==> src/rtl/fpu_pkg.sv <==
// rtl/fpu_pkg.sv - shared single-precision FP constants and packer state type
// Contents:
//   EXP_W, FRAC_W, BIAS, EXP_MAX  single-precision field geometry
//   QNAN                          canonical quiet NaN word
//   packer_state_t                fp_packer FSM states
package fpu_pkg;

  localparam int EXP_W   = 8;
  localparam int FRAC_W  = 23;
  localparam int BIAS    = 127;
  localparam int EXP_MAX = 255;

  localparam logic [31:0] QNAN = 32'h7FC00000;

  typedef enum logic [1:0] {
    IDLE,
    NORM,
    ROUND,
    DONE
  } packer_state_t;

endpackage

==> src/rtl/fp_packer_if.sv <==
// rtl/fp_packer_if.sv - result handshake between arithmetic core and fp_packer
// Signals:
//   data_valid_i, sign_i, exp_i, mant_i, infinity_i, nan_i  core -> packer
//   busy_o, data_ready_o, z_o, z_infinity_o, z_nan_o        packer -> core
// Modports: master (arithmetic core side), slave (packer side)
interface fp_packer_if;
  import fpu_pkg::*;

  logic                       data_valid_i;
  logic                       sign_i;
  logic signed [EXP_W+1:0]    exp_i;
  logic [FRAC_W+4:0]          mant_i;
  logic                       infinity_i;
  logic                       nan_i;
  logic                       busy_o;
  logic                       data_ready_o;
  logic [EXP_W+FRAC_W:0]      z_o;
  logic                       z_infinity_o;
  logic                       z_nan_o;

  modport master (
    output data_valid_i, sign_i, exp_i, mant_i, infinity_i, nan_i,
    input  busy_o, data_ready_o, z_o, z_infinity_o, z_nan_o
  );

  modport slave (
    input  data_valid_i, sign_i, exp_i, mant_i, infinity_i, nan_i,
    output busy_o, data_ready_o, z_o, z_infinity_o, z_nan_o
  );

endinterface

==> src/rtl/fp_round_rne.sv <==
// rtl/fp_round_rne.sv - round-to-nearest-even decision and significand increment
// Ports:
//   mant   in   FRAC_W+4  [FRAC_W+3]=hidden, [FRAC_W+2:3]=frac, [2]=G [1]=R [0]=S
//   frac   out  FRAC_W    rounded fraction (already renormalized on carry-out)
//   carry  out  1         increment overflowed the hidden bit; exponent must step by one
module fp_round_rne
  import fpu_pkg::*;
(
  input  logic [FRAC_W+3:0] mant,
  output logic [FRAC_W-1:0] frac,
  output logic              carry
);

  logic              round_up;
  logic [FRAC_W+1:0] sum;

  // Round up above the halfway point, or exactly at it when the kept LSB is odd.
  assign round_up = mant[2] & (mant[1] | mant[0] | mant[3]);
  assign sum      = {1'b0, mant[FRAC_W+3:3]} + {{(FRAC_W+1){1'b0}}, round_up};
  assign carry    = sum[FRAC_W+1];
  // On carry-out the significand is 10...0, so dropping one bit keeps it exact.
  assign frac     = carry ? sum[FRAC_W:1] : sum[FRAC_W-1:0];

endmodule

==> src/rtl/fp_packer.sv <==
// rtl/fp_packer.sv - normalize, round (RNE) and pack an FP result into IEEE-754 single
// Ports:
//   clk_i  in  clock, rising edge
//   rst_i  in  asynchronous active-high reset
//   bus    fp_packer_if.slave: operands/flags in, busy/ready/result out
module fp_packer
  import fpu_pkg::*;
(
  input  logic       clk_i,
  input  logic       rst_i,
  fp_packer_if.slave bus
);

  localparam int EW = EXP_W + 2;
  localparam int MW = FRAC_W + 5;
  localparam int ZW = 1 + EXP_W + FRAC_W;

  localparam logic signed [EW-1:0] EXP_TOP   = EW'(EXP_MAX);
  localparam logic signed [EW-1:0] EXP_FLOOR = EW'(-(2 ** EXP_W));
  localparam logic signed [EW-1:0] EXP_ZERO  = '0;
  localparam logic signed [EW-1:0] EXP_ONE   = EW'(1);

  packer_state_t state, next_state;

  logic                 sign_q, inf_q, nan_q;
  logic signed [EW-1:0] exp_q;
  logic [MW-1:0]        mant_q;

  logic [ZW-1:0]        res_z;
  logic                 res_inf, res_nan;
  logic [ZW-1:0]        z_q;
  logic                 z_inf_q, z_nan_q, ready_q;

  logic                 load, shr, shl, fin_special, fin_round, busy;
  logic [FRAC_W-1:0]    rnd_frac;
  logic                 rnd_carry;
  logic signed [EW-1:0] exp_rnd;
  logic [ZW-1:0]        special_z, round_z;
  logic                 round_inf;

  fp_round_rne u_round (
    .mant  (mant_q[MW-2:0]),
    .frac  (rnd_frac),
    .carry (rnd_carry)
  );

  always_ff @(posedge clk_i or posedge rst_i) begin
    if (rst_i) state <= IDLE;
    else       state <= next_state;
  end

  always_comb begin
    next_state  = state;
    load        = 1'b0;
    shr         = 1'b0;
    shl         = 1'b0;
    fin_special = 1'b0;
    fin_round   = 1'b0;
    busy        = (state != IDLE);
    case (state)
      IDLE: begin
        if (bus.data_valid_i) begin
          load       = 1'b1;
          next_state = NORM;
        end
      end
      NORM: begin
        if (nan_q || inf_q || mant_q == '0) begin
          fin_special = 1'b1;
          next_state  = DONE;
        end else if (mant_q[MW-1]) begin
          shr = 1'b1;
        end else if (!mant_q[MW-2] && exp_q > EXP_FLOOR) begin
          // Below the floor the result flushes anyway; stop so exp cannot wrap.
          shl = 1'b1;
        end else begin
          next_state = ROUND;
        end
      end
      ROUND: begin
        fin_round  = 1'b1;
        next_state = DONE;
      end
      DONE:    next_state = IDLE;
      default: next_state = IDLE;
    endcase
  end

  always_comb begin
    special_z = '0;
    if (nan_q)      special_z = QNAN;
    else if (inf_q) special_z = {sign_q, {EXP_W{1'b1}}, {FRAC_W{1'b0}}};

    exp_rnd   = exp_q + EW'(rnd_carry);
    round_inf = 1'b0;
    round_z   = {sign_q, exp_rnd[EXP_W-1:0], rnd_frac};
    if (exp_rnd >= EXP_TOP) begin
      round_inf = 1'b1;
      round_z   = {sign_q, {EXP_W{1'b1}}, {FRAC_W{1'b0}}};
    end else if (exp_rnd <= EXP_ZERO) begin
      round_z   = {sign_q, {(ZW-1){1'b0}}};
    end
  end

  always_ff @(posedge clk_i or posedge rst_i) begin
    if (rst_i) begin
      sign_q  <= 1'b0;
      inf_q   <= 1'b0;
      nan_q   <= 1'b0;
      exp_q   <= '0;
      mant_q  <= '0;
      res_z   <= '0;
      res_inf <= 1'b0;
      res_nan <= 1'b0;
      z_q     <= '0;
      z_inf_q <= 1'b0;
      z_nan_q <= 1'b0;
      ready_q <= 1'b0;
    end else begin
      if (load) begin
        sign_q <= bus.sign_i;
        inf_q  <= bus.infinity_i;
        nan_q  <= bus.nan_i;
        exp_q  <= bus.exp_i;
        mant_q <= bus.mant_i;
      end
      if (shr) begin
        // Fold the bit shifted out into sticky so rounding stays exact.
        mant_q <= {1'b0, mant_q[MW-1:2], mant_q[1] | mant_q[0]};
        exp_q  <= exp_q + EXP_ONE;
      end
      if (shl) begin
        mant_q <= mant_q << 1;
        exp_q  <= exp_q - EXP_ONE;
      end
      if (fin_special) begin
        res_z   <= special_z;
        res_inf <= inf_q & ~nan_q;
        res_nan <= nan_q;
      end
      if (fin_round) begin
        res_z   <= round_z;
        res_inf <= round_inf;
        res_nan <= 1'b0;
      end
      ready_q <= (state == DONE);
      if (state == DONE) begin
        z_q     <= res_z;
        z_inf_q <= res_inf;
        z_nan_q <= res_nan;
      end
    end
  end

  assign bus.busy_o       = busy;
  assign bus.data_ready_o = ready_q;
  assign bus.z_o          = z_q;
  assign bus.z_infinity_o = z_inf_q;
  assign bus.z_nan_o      = z_nan_q;

endmodule

==> src/flat_wrapper.sv <==
// flat-port wrapper written by rule: the top's interface ports become plain ports
module fp_packer_flat import fpu_pkg::*;
  (clk_i, rst_i, bus_data_valid_i, bus_sign_i, bus_exp_i, bus_mant_i, bus_infinity_i, bus_nan_i, bus_busy_o, bus_data_ready_o, bus_z_o, bus_z_infinity_o, bus_z_nan_o);
  fp_packer_if bus_i ();
  input  logic clk_i;
  input  logic rst_i;
  input wire logic [$bits(bus_i.data_valid_i)-1:0] bus_data_valid_i;
  input wire logic [$bits(bus_i.sign_i)-1:0] bus_sign_i;
  input wire logic [$bits(bus_i.exp_i)-1:0] bus_exp_i;
  input wire logic [$bits(bus_i.mant_i)-1:0] bus_mant_i;
  input wire logic [$bits(bus_i.infinity_i)-1:0] bus_infinity_i;
  input wire logic [$bits(bus_i.nan_i)-1:0] bus_nan_i;
  output wire logic [$bits(bus_i.busy_o)-1:0] bus_busy_o;
  output wire logic [$bits(bus_i.data_ready_o)-1:0] bus_data_ready_o;
  output wire logic [$bits(bus_i.z_o)-1:0] bus_z_o;
  output wire logic [$bits(bus_i.z_infinity_o)-1:0] bus_z_infinity_o;
  output wire logic [$bits(bus_i.z_nan_o)-1:0] bus_z_nan_o;
  assign bus_i.data_valid_i = bus_data_valid_i;
  assign bus_i.sign_i = bus_sign_i;
  assign bus_i.exp_i = bus_exp_i;
  assign bus_i.mant_i = bus_mant_i;
  assign bus_i.infinity_i = bus_infinity_i;
  assign bus_i.nan_i = bus_nan_i;
  assign bus_busy_o = bus_i.busy_o;
  assign bus_data_ready_o = bus_i.data_ready_o;
  assign bus_z_o = bus_i.z_o;
  assign bus_z_infinity_o = bus_i.z_infinity_o;
  assign bus_z_nan_o = bus_i.z_nan_o;
  fp_packer u_core (.clk_i(clk_i), .rst_i(rst_i), .bus(bus_i));
endmodule
==> config.mk <==
export PLATFORM = sky130hd
export DESIGN_NAME = fp_packer_flat
export DESIGN_NICKNAME = d
export VERILOG_FILES = /design/src/rtl/fpu_pkg.sv /design/src/rtl/fp_packer_if.sv /design/src/rtl/fp_round_rne.sv /design/src/rtl/fp_packer.sv /design/src/flat_wrapper.sv
export SDC_FILE = /design/constraint.sdc
export NUM_CORES = 1
export LEC_CHECK = 0
export CORE_MARGIN = 2
export CORE_UTILIZATION = 60
export CTS_BUF_LIST = sky130_fd_sc_hd__clkbuf_16
export DETAILED_ROUTE_END_ITERATION = 8
export GPL_ROUTABILITY_DRIVEN = 0
export HOLD_SLACK_MARGIN = 0.12
export PLACE_DENSITY_LB_ADDON = 0.2
export SLEW_MARGIN = 20
export SYNTH_ARGS = -nofsm -noshare
export SYNTH_HDL_FRONTEND = slang
export SYNTH_SLANG_ARGS = --single-unit
==> constraint.sdc <==
create_clock -name clk_i -period 6.65 [get_ports clk_i]
set_clock_uncertainty 0.15 [all_clocks]
set_input_delay 1.33 -clock clk_i [delete_from_list [all_inputs] [get_ports clk_i]]
set_output_delay 1.33 -clock clk_i [all_outputs]
set_load 0.02 [all_outputs]
==> impl_metrics.env <==
export IMPL_max_freq_ghz=0.2226
export IMPL_worstSkewPairLatency_ps=350
export IMPL_design_final_nets=719
export IMPL_synth_top_cell_by_area="sky130_fd_sc_hd__dfrtp_1"
export IMPL_netlist_top_cells_area="sky130_fd_sc_hd__dfrtp_1, sky130_fd_sc_hd__mux2_2, sky130_fd_sc_hd__o21ai_0, sky130_fd_sc_hd__mux2i_1, sky130_fd_sc_hd__nand2_1"
export IMPL_syn2layout_area_growth_pct=16.17
export IMPL_status="finished clean"
export IMPL_syn_nets=677
export IMPL_detailedRoute_firstIterationViolations=529
export IMPL_cts_sinks=112
export IMPL_totalNegativeSetupSlack_ps=0
export IMPL_dr_vias_cell=6.372
export IMPL_maxSlewViolCount=0
export IMPL_floorplan_die_width_um=106.1
export IMPL_first_pass_iters=5
export IMPL_io_pins=80
export IMPL_cts_root_buf="sky130_fd_sc_hd__clkbuf_16"
export IMPL_grt_start_max_net_pins=83
export IMPL_drive_gt1_frac=0.1134
export IMPL_postSynthRegisterBits=112
export IMPL_routed_wire_length_per_instance_um=18.35
export IMPL_grt_total_usage=0.2726
export IMPL_clk_transition_reported_paths_ps=80
export IMPL_setup_worst_path_end_class="register"
export IMPL_clk_path_buf_depth=2
export IMPL_die_area_um2=11250
export IMPL_worstSetupPathType="register to register"
export IMPL_power_density_nw_per_um2=459.3
export IMPL_rows=37
export IMPL_cp_max_fo=23
export IMPL_numPortBuffers=79
export IMPL_n_fill_cell=748
export IMPL_avgSynthCellArea_um2=10.03
export IMPL_hold_path_class="register to register"
export IMPL_count_leader_synth="sky130_fd_sc_hd__dfrtp_1"
export IMPL_cts_made_buffers=9
export IMPL_grt_first_pass_wirelength_um=24340
export IMPL_remaining_drc_errors=0
export IMPL_setup_violations_final=0
export IMPL_synth_edff_count=0
export IMPL_antenna_found_initial=0
export IMPL_cp_data_arrival_time_ps=4630
export IMPL_route_final_wire_length_um=14790
export IMPL_timing_max_cap_violations=0
export IMPL_timing_slew_headroom=0.2919
export IMPL_cts_repair_resize_count=0
export IMPL_floorplan_initialDensity=0.6110
export IMPL_rsz0062_at_grt="no"
export IMPL_cts_post_setup_buffers_inserted=0
export IMPL_first_global_vias=4747
export IMPL_finalWorstPathRequiredPeriod_ps=4493
export IMPL_min_setup_slack_post_route_ps=2157
export IMPL_syn_instance_count=623
export IMPL_synthTopCellsByCount="sky130_fd_sc_hd__dfrtp_1, sky130_fd_sc_hd__o21ai_0, sky130_fd_sc_hd__nand2_1"
export IMPL_dr_total_vias=5136
export IMPL_vdd_ir_drop_worst_mv=0.2146
export IMPL_dpl_worst_slack_ps=2260
export IMPL_post_cts_hold_buffer_count=0
export IMPL_num_antenna_cells=0
export IMPL_timing_final_crit_share=0.6757
export IMPL_globalRouteOverflowTotal=0
export IMPL_synth_seq_area_share=0.4484
export IMPL_warnings_synthesis=0
export IMPL_dominantRegCellSynth="sky130_fd_sc_hd__dfrtp_1"
export IMPL_worstSetupStartpointType="register"
export IMPL_hpwlAfterDp_um=10160
export IMPL_async_flop_share=1.000
export IMPL_y_dimension_of_the_die_um=106.1
export IMPL_clock_tree_from_tritoncts="built"
export IMPL_syn_area_um2=6251
export IMPL_h_tree_depth=3
export IMPL_core_area_um2=10230
export IMPL_netlist_cell_type_count=64
export IMPL_critPathRequiredTime_ps=6780
export IMPL_total_leakage_power_nw=3.171
export IMPL_ant_nets=0
export IMPL_timing_hold_violations_final=0
export IMPL_timing_worst_slew_pin_value_ps=1062
export IMPL_synth_top_area_share=0.4484
area by class of cell:
class	instances	area [µm²]	area share
clock buffers	9	225.2	0.03101
repair buffers	84	828.3	0.1141
well taps	136	170.2	0.02343
clock inverters	7	52.55	0.007236
flip-flops and latches	112	2803	0.3859
inverters	15	58.81	0.008098
multi-input cells	443	3124	0.4302
worst paths after layout:
check                                             start                              to  slack [ps]  cells past startpoint
hold / removal             u_core.res_z[10]$_DFFE_PP0P_    u_core.res_z[10]$_DFFE_PP0P_         350                      1
hold reg to reg            u_core.res_z[10]$_DFFE_PP0P_    u_core.res_z[10]$_DFFE_PP0P_         350                      1
min in group asynchronous                         rst_i  u_core.bus.z_o[31]$_DFFE_PP0P_        1170                      2
setup reg to reg           u_core.mant_q[3]$_DFFE_PP0P_    u_core.res_z[19]$_DFFE_PP0P_        2160                     14
max in group asynchronous                         rst_i     u_core.exp_q[9]$_DFFE_PP0P_        3860                      3
setup / recovery           u_core.mant_q[3]$_DFFE_PP0P_    u_core.res_z[19]$_DFFE_PP0P_        2160                     14
critical path, stage by stage (launching register included):
cell and delay (ps):
sky130_fd_sc_hd__dfrtp_1 450, sky130_fd_sc_hd__and2_1 210, sky130_fd_sc_hd__ha_1 250, sky130_fd_sc_hd__nand4_1 210, sky130_fd_sc_hd__nor3_1 200, sky130_fd_sc_hd__nand2_1 310
sky130_fd_sc_hd__inv_1 150, sky130_fd_sc_hd__ha_1 310, sky130_fd_sc_hd__ha_1 290, sky130_fd_sc_hd__nand3_2 150, sky130_fd_sc_hd__o31ai_1 260, sky130_fd_sc_hd__and3_1 320
sky130_fd_sc_hd__o41ai_4 140, sky130_fd_sc_hd__nor3_4 710, sky130_fd_sc_hd__a32o_1 280
registers in the layout (all words and copies together), names as in the netlist:
| name | flops |
|---|---|
| u_core.bus.data_ready_o | 1 |
| u_core.bus.z_infinity_o | 1 |
| u_core.bus.z_nan_o | 1 |
| u_core.bus.z_o | 32 |
| u_core.exp_q | 10 |
| u_core.inf_q | 1 |
| u_core.mant_q | 28 |
| u_core.nan_q | 1 |
| u_core.res_inf | 1 |
| u_core.res_nan | 1 |
| u_core.res_z | 32 |
| u_core.sign_q | 1 |
| u_core.state | 2 |
per-stage QoR:
step           hold slack [ps]  area [µm²]    util  power [mW]  cells
2_1_floorplan            310.3        6251       -       2.356    623
3_3_place_gp             321.9        6984  0.6826       2.727    790
3_5_place_dp             329.0        6984  0.6826       2.792    790
4_1_cts                  355.5        7262  0.7098       3.319    806
5_1_grt                  371.5        7262  0.7098       3.551    806
6_report                 353.1        7262  0.7098       3.336    806
cell usage in the layout (no fill, tap or decap), drive strengths merged, types with 3 or more instances in the layout:
cell type	Yosys	final
a21oi	14	14
a221o	4	4
a221oi	5	5
a22o	17	17
a32o	12	12
and2	4	4
and3	7	7
and4	3	3
buf	30	5
clkbuf	23	9
clkdlybuf4s50	0	79
dfrtp	112	112
ha	10	10
inv	15	18
mux2	39	39
mux2i	28	28
nand2	57	57
nand2b	3	3
nand3	19	19
nand4	12	12
nor2	22	22
nor2b	3	3
nor3	11	11
nor4	11	11
o21a	5	5
o21ai	88	88
o22ai	5	5
o2bb2ai	4	4
or2	5	5
xnor2	18	18
xor2	12	12
power breakdown:
part / switching [mW] / internal (mW)
combinational: 0.787 / 0.698
clock: 0.261 / 0.258
sequential: 0.371 / 0.961
total: 1.42 / 1.92
cells by family (layout without fill, tap and decap cells):
family                   after synthesis  count (layout)  share of synthesized area
AO/OA/AOI/OAI                        172             172                     0.1870
buffers and inverters                 68             115                    0.05324
adder cells (fa/ha/maj)               10              10                    0.02002
XOR/XNOR                              30              30                    0.04323
flip-flops                           112             112                     0.4484
AND/OR/NAND/NOR                      164             164                     0.1331
multiplexers                          67              67                     0.1151
metal layers:
| metal | vias to the layer above | GRT usage | wire [µm] | part of all wire |
|---|---|---|---|---|
| met5 | - | 0 | 0 | 0 |
| met4 | 0 | 0.1034 | 398 | 0.027 |
| met3 | 39 | 0.03433 | 1159 | 0.078 |
| met2 | 265 | 0.4023 | 6505 | 0.44 |
| met1 | 2462 | 0.4128 | 6727 | 0.45 |
| li1 | 2370 | - | - | - |
No activity file was read; power rests on OpenSTA's default activity.
